$ cat config.mk
export PLATFORM = sky130hd
export DESIGN_NAME = dmi_initiator
export DESIGN_NICKNAME = d
export VERILOG_FILES = /design/src/rtl/dmi_pkg.sv /design/src/rtl/dmi_initiator.sv
export SDC_FILE = /design/constraint.sdc
export NUM_CORES = 1
export LEC_CHECK = 0
export CAP_MARGIN = 20
export CORE_ASPECT_RATIO = 1.5
export CORE_MARGIN = 4
export CORE_UTILIZATION = 45
export DETAILED_ROUTE_END_ITERATION = 10
export GPL_TIMING_DRIVEN = 1
export PLACE_DENSITY = 0.82
export SLEW_MARGIN = 10
export SYNTH_ARGS = -nofsm -noshare
export SYNTH_HDL_FRONTEND = slang
export SYNTH_SLANG_ARGS = --single-unit
$ cat constraint.sdc
create_clock -name clk -period 4.43 [get_ports clk]
set_clock_uncertainty 0.1 [all_clocks]
set_input_delay 1.1075 -clock clk [delete_from_list [all_inputs] [get_ports clk]]
set_output_delay 1.1075 -clock clk [all_outputs]
set_load 0.01 [all_outputs]
$ cat src/rtl/dmi_pkg.sv
// Shared DMI definitions: register map, abstractcs fields,
// request op / response status encodings and initiator FSM states.
package dmi_pkg;

  localparam logic [6:0] DATA0      = 7'h04;
  localparam logic [6:0] DMCONTROL  = 7'h10;
  localparam logic [6:0] DMSTATUS   = 7'h11;
  localparam logic [6:0] ABSTRACTCS = 7'h16;
  localparam logic [6:0] COMMAND    = 7'h17;
  localparam logic [6:0] SBCS       = 7'h38;
  localparam logic [6:0] SBADDRESS0 = 7'h39;
  localparam logic [6:0] SBDATA0    = 7'h3C;

  localparam int ABSTRACTCS_BUSY = 12;
  localparam int CMDERR_LSB      = 8;
  localparam int CMDERR_MSB      = 10;

  typedef enum logic [1:0] {
    OP_NOP   = 2'b00,
    OP_READ  = 2'b01,
    OP_WRITE = 2'b10,
    OP_POLL  = 2'b11
  } op_t;

  typedef enum logic [1:0] {
    ST_OK      = 2'b00,
    ST_BADOP   = 2'b01,
    ST_CMDERR  = 2'b10,
    ST_TIMEOUT = 2'b11
  } status_t;

  typedef enum logic [2:0] {
    IDLE,
    ISSUE,
    WAIT_RD,
    POLL_RD,
    POLL_WAIT,
    RESP
  } state_t;

  function automatic status_t poll_status(input logic [31:0] cs);
    return (cs[CMDERR_MSB:CMDERR_LSB] != 3'd0) ? ST_CMDERR : ST_OK;
  endfunction

endpackage

$ cat src/rtl/dmi_initiator.sv
// Host-side DMI master: one request in flight, read/write/write-then-poll.
// DMI_INIT_TIMEOUT_EN bounds each poll to POLL_MAX abstractcs reads.
module dmi_initiator
  import dmi_pkg::*;
#(
  parameter int RD_LAT   = 1,
  parameter int POLL_MAX = 64
) (
  input  logic        clk,
  input  logic        reset,
  input  logic        req_valid,
  output logic        req_ready,
  input  logic [1:0]  req_op,
  input  logic [6:0]  req_addr,
  input  logic [31:0] req_wdata,
  output logic        rsp_valid,
  input  logic        rsp_ready,
  output logic [31:0] rsp_rdata,
  output logic [1:0]  rsp_status,
  output logic        dmi_wr,
  output logic        dmi_rd,
  output logic [6:0]  dmi_addr,
  output logic [31:0] dmi_wdata,
  input  logic [31:0] dmi_rdata
);

  localparam int PCW = $clog2(POLL_MAX + 1);

  state_t         state;
  op_t            op_q;
  logic [1:0]     lat_cnt;
  logic [PCW-1:0] poll_cnt;

  // Strobes are registered one-cycle pulses; every branch that wants
  // one sets it, otherwise the default below drops it.
  always_ff @(posedge clk) begin
    if (reset) begin
      state      <= IDLE;
      op_q       <= OP_NOP;
      lat_cnt    <= '0;
      poll_cnt   <= '0;
      req_ready  <= 1'b0;
      rsp_valid  <= 1'b0;
      rsp_rdata  <= '0;
      rsp_status <= '0;
      dmi_wr     <= 1'b0;
      dmi_rd     <= 1'b0;
      dmi_addr   <= '0;
      dmi_wdata  <= '0;
    end else begin
      dmi_wr <= 1'b0;
      dmi_rd <= 1'b0;
      unique case (state)
        IDLE: begin
          if (req_valid && req_ready) begin
            req_ready <= 1'b0;
            op_q      <= op_t'(req_op);
            unique case (1'b1)
              (req_op == OP_NOP): begin
                state      <= RESP;
                rsp_valid  <= 1'b1;
                rsp_rdata  <= '0;
                rsp_status <= ST_BADOP;
              end
              (req_op == OP_READ): begin
                state    <= ISSUE;
                dmi_rd   <= 1'b1;
                dmi_addr <= req_addr;
              end
              default: begin
                state     <= ISSUE;
                dmi_wr    <= 1'b1;
                dmi_addr  <= req_addr;
                dmi_wdata <= req_wdata;
              end
            endcase
          end else begin
            req_ready <= 1'b1;
          end
        end

        ISSUE: begin
          unique case (op_q)
            OP_READ: begin
              state   <= WAIT_RD;
              lat_cnt <= 2'd1;
            end
            OP_POLL: begin
              state    <= POLL_RD;
              poll_cnt <= '0;
            end
            default: begin
              state      <= RESP;
              rsp_valid  <= 1'b1;
              rsp_rdata  <= '0;
              rsp_status <= ST_OK;
            end
          endcase
        end

        WAIT_RD: begin
          if (lat_cnt == 2'(RD_LAT)) begin
            state      <= RESP;
            rsp_valid  <= 1'b1;
            rsp_rdata  <= dmi_rdata;
            rsp_status <= ST_OK;
          end else begin
            lat_cnt <= lat_cnt + 2'd1;
          end
        end

        // Idle gap before each abstractcs read keeps strobes apart.
        POLL_RD: begin
          state    <= POLL_WAIT;
          dmi_rd   <= 1'b1;
          dmi_addr <= ABSTRACTCS;
          lat_cnt  <= '0;
        end

        POLL_WAIT: begin
          if (lat_cnt != 2'(RD_LAT)) begin
            lat_cnt <= lat_cnt + 2'd1;
          end else if (dmi_rdata[ABSTRACTCS_BUSY]) begin
`ifdef DMI_INIT_TIMEOUT_EN
            if (poll_cnt + 1'b1 == PCW'(POLL_MAX)) begin
              state      <= RESP;
              rsp_valid  <= 1'b1;
              rsp_rdata  <= dmi_rdata;
              rsp_status <= ST_TIMEOUT;
            end else begin
              poll_cnt <= poll_cnt + 1'b1;
              state    <= POLL_RD;
            end
`else
            if (poll_cnt != PCW'(POLL_MAX))
              poll_cnt <= poll_cnt + 1'b1;
            state <= POLL_RD;
`endif
          end else begin
            state      <= RESP;
            rsp_valid  <= 1'b1;
            rsp_rdata  <= dmi_rdata;
            rsp_status <= poll_status(dmi_rdata);
          end
        end

        RESP: begin
          if (rsp_ready) begin
            rsp_valid <= 1'b0;
            req_ready <= 1'b1;
            state     <= IDLE;
          end
        end

        default: state <= IDLE;
      endcase
    end
  end

endmodule

-- Yosys cells after proc, flatten, opt, wreduce, memory -nomap -nowiden
Index checks and enable logic that the tools add are counted.
- $add $sub $neg: 1
- eq/ne operators: 21
- muxes and demuxes: 45
- bitwise operators: 3
- reductions and logical operators: 20
- operator list (cell ; count):
    32-bit two-way mux ; 6
    32-bit case mux with 4 select lines ; 1
    2-bit inequality test (second input constant) ; 11
    2-bit two-way mux ; 10
    3-bit two-way mux ; 6
    3-bit case mux with 6 select lines ; 1
    2-bit case mux with 4 select lines ; 2
    7-bit two-way mux ; 2
    7-bit case mux with 2 select lines ; 1
    1-bit two-way mux ; 12
    4-bit AND reduction ; 2
    8-bit AND reduction ; 1
    4-bit nonzero test ; 2
    7-bit AND reduction ; 1
    2-bit by 1-bit equality test with 1-bit output (second input constant) ; 3
    3-bit by 2-bit equality test with 1-bit output (second input constant) ; 2
    3-bit equality test (second input constant) ; 2
    3-bit case mux with 2 select lines ; 1
    3-bit AND reduction ; 2
    1-bit case mux with 5 select lines ; 1
    5-bit nonzero test ; 1
    1-bit case mux with 2 select lines ; 2
    2-bit AND reduction ; 2
    2-bit nonzero test ; 2
    other kinds (11) ; 14
- register bits: 84
- input port bits: 77
- output and inout port bits: 77
- word-level logic and storage cells: 101

-- Depth between registers and ports, before layout
- depth in word-level cells: 5
- mapped depth: 9
- gate-level depth less buffers: 7

-- Worst setup path before layout
Ideal clock, no wire load.
- kind: input -> register
- from: input port dmi_rdata[12]
- to: register rsp_status[1]
- setup time: 0.070 ns
- arrival time: 2.284 ns
- data required time: 4.260 ns
- path slack: 1.975 ns
- stages on the path: 6
- buffers on the path: 1
- path through: and4bb_2 a31oi_4 nand4_2 buf_6 or3_1 a21oi_1
- word-level cells in the longest chain between the ends: 2
- RTL lines (what ; RTL line ; text):
    start, declared ; dmi_initiator.sv:24 ; input logic [31:0] dmi_rdata
    2-bit inequality test (no line) ; n/a ;
    7-bit AND reduction (no line) ; n/a ;
    end signal, assigned ; dmi_initiator.sv:143 ; rsp_status <= poll_status(dmi_rdata);
    end, declared ; dmi_initiator.sv:19 ; output logic [1:0] rsp_status,
Every way passes these cells.
A chain may end at the register's enable or synchronous reset.

-- Worst setup path in the final report
- from: input port req_valid
- to: register rsp_status[1]
- word-level cells in the longest chain between the ends: 3
- RTL lines (what ; RTL line ; text):
    start, declared ; dmi_initiator.sv:11 ; input logic req_valid,
    1-bit logical AND ; dmi_initiator.sv:55 ; if (req_valid && req_ready) begin
    2-bit inequality test (no line) ; n/a ;
    7-bit AND reduction (no line) ; n/a ;
Every way passes these cells.

==> metrics.yaml <==
global_route:
  grt_pass1_vias: 3074
  grt_start_max_net_pins: 85
  grt_overflow: 0
  grt_pass1_wl_mm: 14.0
  grt_usage: 0.194
  antenna_found_initial: 0
critical_path:
  worst-path-buf-inv: 1
  slowest_delay_ns: 0.59
  worstSetupPathType: "in2reg"
  worstPathCellList: "clkdlybuf4s50_1 -> a2111oi_0 -> a21oi_2 -> nand4_2 -> or3_1 -> a21oi_1"
  critical_path.endpoint_type: "flip-flop"
  required_ns: 4.60
  crit_arrival_ns: 3.30
  cp-start-kind: "input pin"
  crit_fanout: 29
  critPathTopFamily: "simple AND/OR/NAND/NOR gates"
  crit_slowest_cell: "nand4_2"
sta:
  rsz0062_at_grt: "false"
  setup_tns_ns: 0
  fin_crit_sh: 0.705
  fmax_mhz: 320
  fin_ws_ns: 1.31
  hold_violations: 0
  finalSetupViolCount: 0
  tightestPinTransition_ns: 1.09
  worst_hold_slack_ns: 0.355
  report.final.slew_viol_count: 0
  min_period_ns: 3.12
  maxSlewHeadroom: 0.272
cts:
  path_clk_slew_ns: 0.08
  cts.sinks: 84
  ctsResizeCount: 0
  root_buffer: "clkbuf_8"
  cts_tree: "yes"
  clock_path_buffers: 2
  insertion_delay_ns: 0.34
  post_cts_buffers: 0
  ctsHtreeMaxLevel: 3
  cts_buffers: 9
  cts_hold_buffers: 0
logic_synthesis:
  synth_cells: 417
  synth_xor_area_frac: 0.00518
  synth.largest_area_cell: "dfxtp_1"
  syn_area_um2: 3380
  syn_nets: 495
  synthAdderAreaFrac: 0.00370
  synth_top_family_by_area: "simple AND/OR/NAND/NOR gates"
  avgSynthCellArea_um2: 8.11
  yosysUniqueCellTypes: 41
  synth_mux_area_frac: 0.0122
  synth_compound_area_frac: 0.161
  ys_seq_area_frac: 0.497
  synth_top_area_share: 0.497
  synth_ff_type: "dfxtp_1"
  async_reset_ff_frac: 0
  synthTopCellsByArea: "dfxtp_1, nand2_1, a21oi_1"
  yosys.area_share.simple: 0.272
  synth_edf_count: 0
  ys_warn_count: 0
  ys_ff_latch: 84
power_and_ir_drop:
  swShare: 0.327
  pwr-share-comb: 0.337
  peakVddDrop_uv: 281
  p_clk_frac: 0.265
  p_int_uw: 1600
  power_density_nw_per_um2: 458
  p_switching_uw: 775
  leakagePower_uw: 0.00175
  pwr-share-seq: 0.398
detailed_routing:
  routed_wl_mm: 8.98
  final_antenna_net_count: 0
  wl_per_cell_um: 13.7
  viasPerCell: 4.99
  drc_errors: 0
  num_vias: 3273
  first_pass_iters: 4
  drtIter0Drc: 130
floorplan:
  die_height_um: 114
  rows: 38
  die_w_um: 78.8
  initial_core_util: 0.465
  dieArea_um2: 9000
  pin_count: 154
  fp.coreArea_um2: 7270
run:
  cap_violations: 0
status:
  outcome: "completed"
finish:
  seq_area_um2: 1680
  syn_to_final_growth_pct: 53.1
  stdcell_count: 656
  fin_nets: 629
  n_antenna_cell: 0
  multi_input_area_um2: 1540
  drive_above_1_share: 0.0486
  n_fill_cell: 608
  final_cell_mix: "clkdlybuf4s50_1, nand2_1, dfxtp_1, a21oi_1, o21ai_0"
  final_common_cell: "clkdlybuf4s50_1"
place:
  dp.cells: 639
  routabilityCongestion: 0.781
  pre_cts_ws_ns: 0.936
  place_hpwl_mm: 6.34
  place.port_buffers: 153
hold_path:
  hp-class: "reg2reg"
==> per-stage QoR <==
| stage | utilization | cell area [um^2] | total power (uW) |
|---|---|---|---|
| floorplan | - | 3380 | 1440 |
| global route | 0.712 | 5180 | 2520 |
| CTS | 0.708 | 5150 | 2380 |
| detailed placement | 0.676 | 4920 | 1750 |
| global placement | 0.676 | 4920 | 1730 |
| finish | 0.712 | 5180 | 2370 |
==> synthesized netlist by cell type, drive strengths merged (3+ instances only) <==
cell,number
a21oi,51
nand2b,4
dfxtp,84
clkbuf,20
inv,5
nand2,108
nor3,13
nand3,8
nor2,14
buf,13
o21ai,35
mux2i,3
nand3b,31
==> cells by family (layout without fill, tap and decap cells) <==
logic type / after synthesis / in the layout
AND/OR/NAND/NOR: 190 / 190
AO/OA/AOI/OAI: 98 / 98
flip-flops: 84 / 84
buffers and inverters: 38 / 177
multiplexers: 4 / 4
XOR/XNOR: 2 / 2
adder cells (fa/ha/maj): 1 / 1
==> tightest hold or removal path: cells and delay by family (launching register included) <==
family	cells	cell delay, ns
and+or+nand+nor	1	0.05
AOI/OAI and AO/OA	1	0.05
DFF	1	0.31
==> area by class of cell <==
cell class | count | area share
repair buffers | 156 | 0.305
well taps | 100 | 0.0242
clock inverters | 4 | 0.0188
multi-input cells | 295 | 0.297
clock buffers | 12 | 0.0261
flip-flops and latches | 84 | 0.325
inverters | 5 | 0.00362
==> power groups by stage <==
stage,sequential [uW],combinational (uW),clock [uW]
floorplan,942,499,0
global placement,954,773,0
detailed placement,959,787,0
CTS,943,791,647
global route,962,877,679
finish,944,799,629
==> layer usage <==
layer  GRT usage  share of wire
met4      0.0968          0.021
met5           0              0
met3      0.0583          0.084
met1       0.216           0.41
met2       0.332           0.48
==> registers in the layout, summed over array words and instances (netlist names) <==
signal and flops:
lat_cnt 2, rsp_status 2, rsp_rdata 32, rsp_valid 1, dmi_addr 7, req_ready 1
dmi_rd 1, dmi_wr 1, op_q 2, dmi_wdata 32, state 3
==> worst paths after layout <==
path	from	endpoint	slack (ns)	depth (start not counted)
worst min register to register	dmi_wdata[21]	dmi_wdata[21]	0.35	2
worst max-delay path	req_valid	rsp_status[1]	1.31	6
worst min-delay path	dmi_wdata[21]	dmi_wdata[21]	0.35	2
worst max register to register	state[2]	rsp_status[1]	1.52	5
Note: power is estimated with default switching activity, not from simulation.
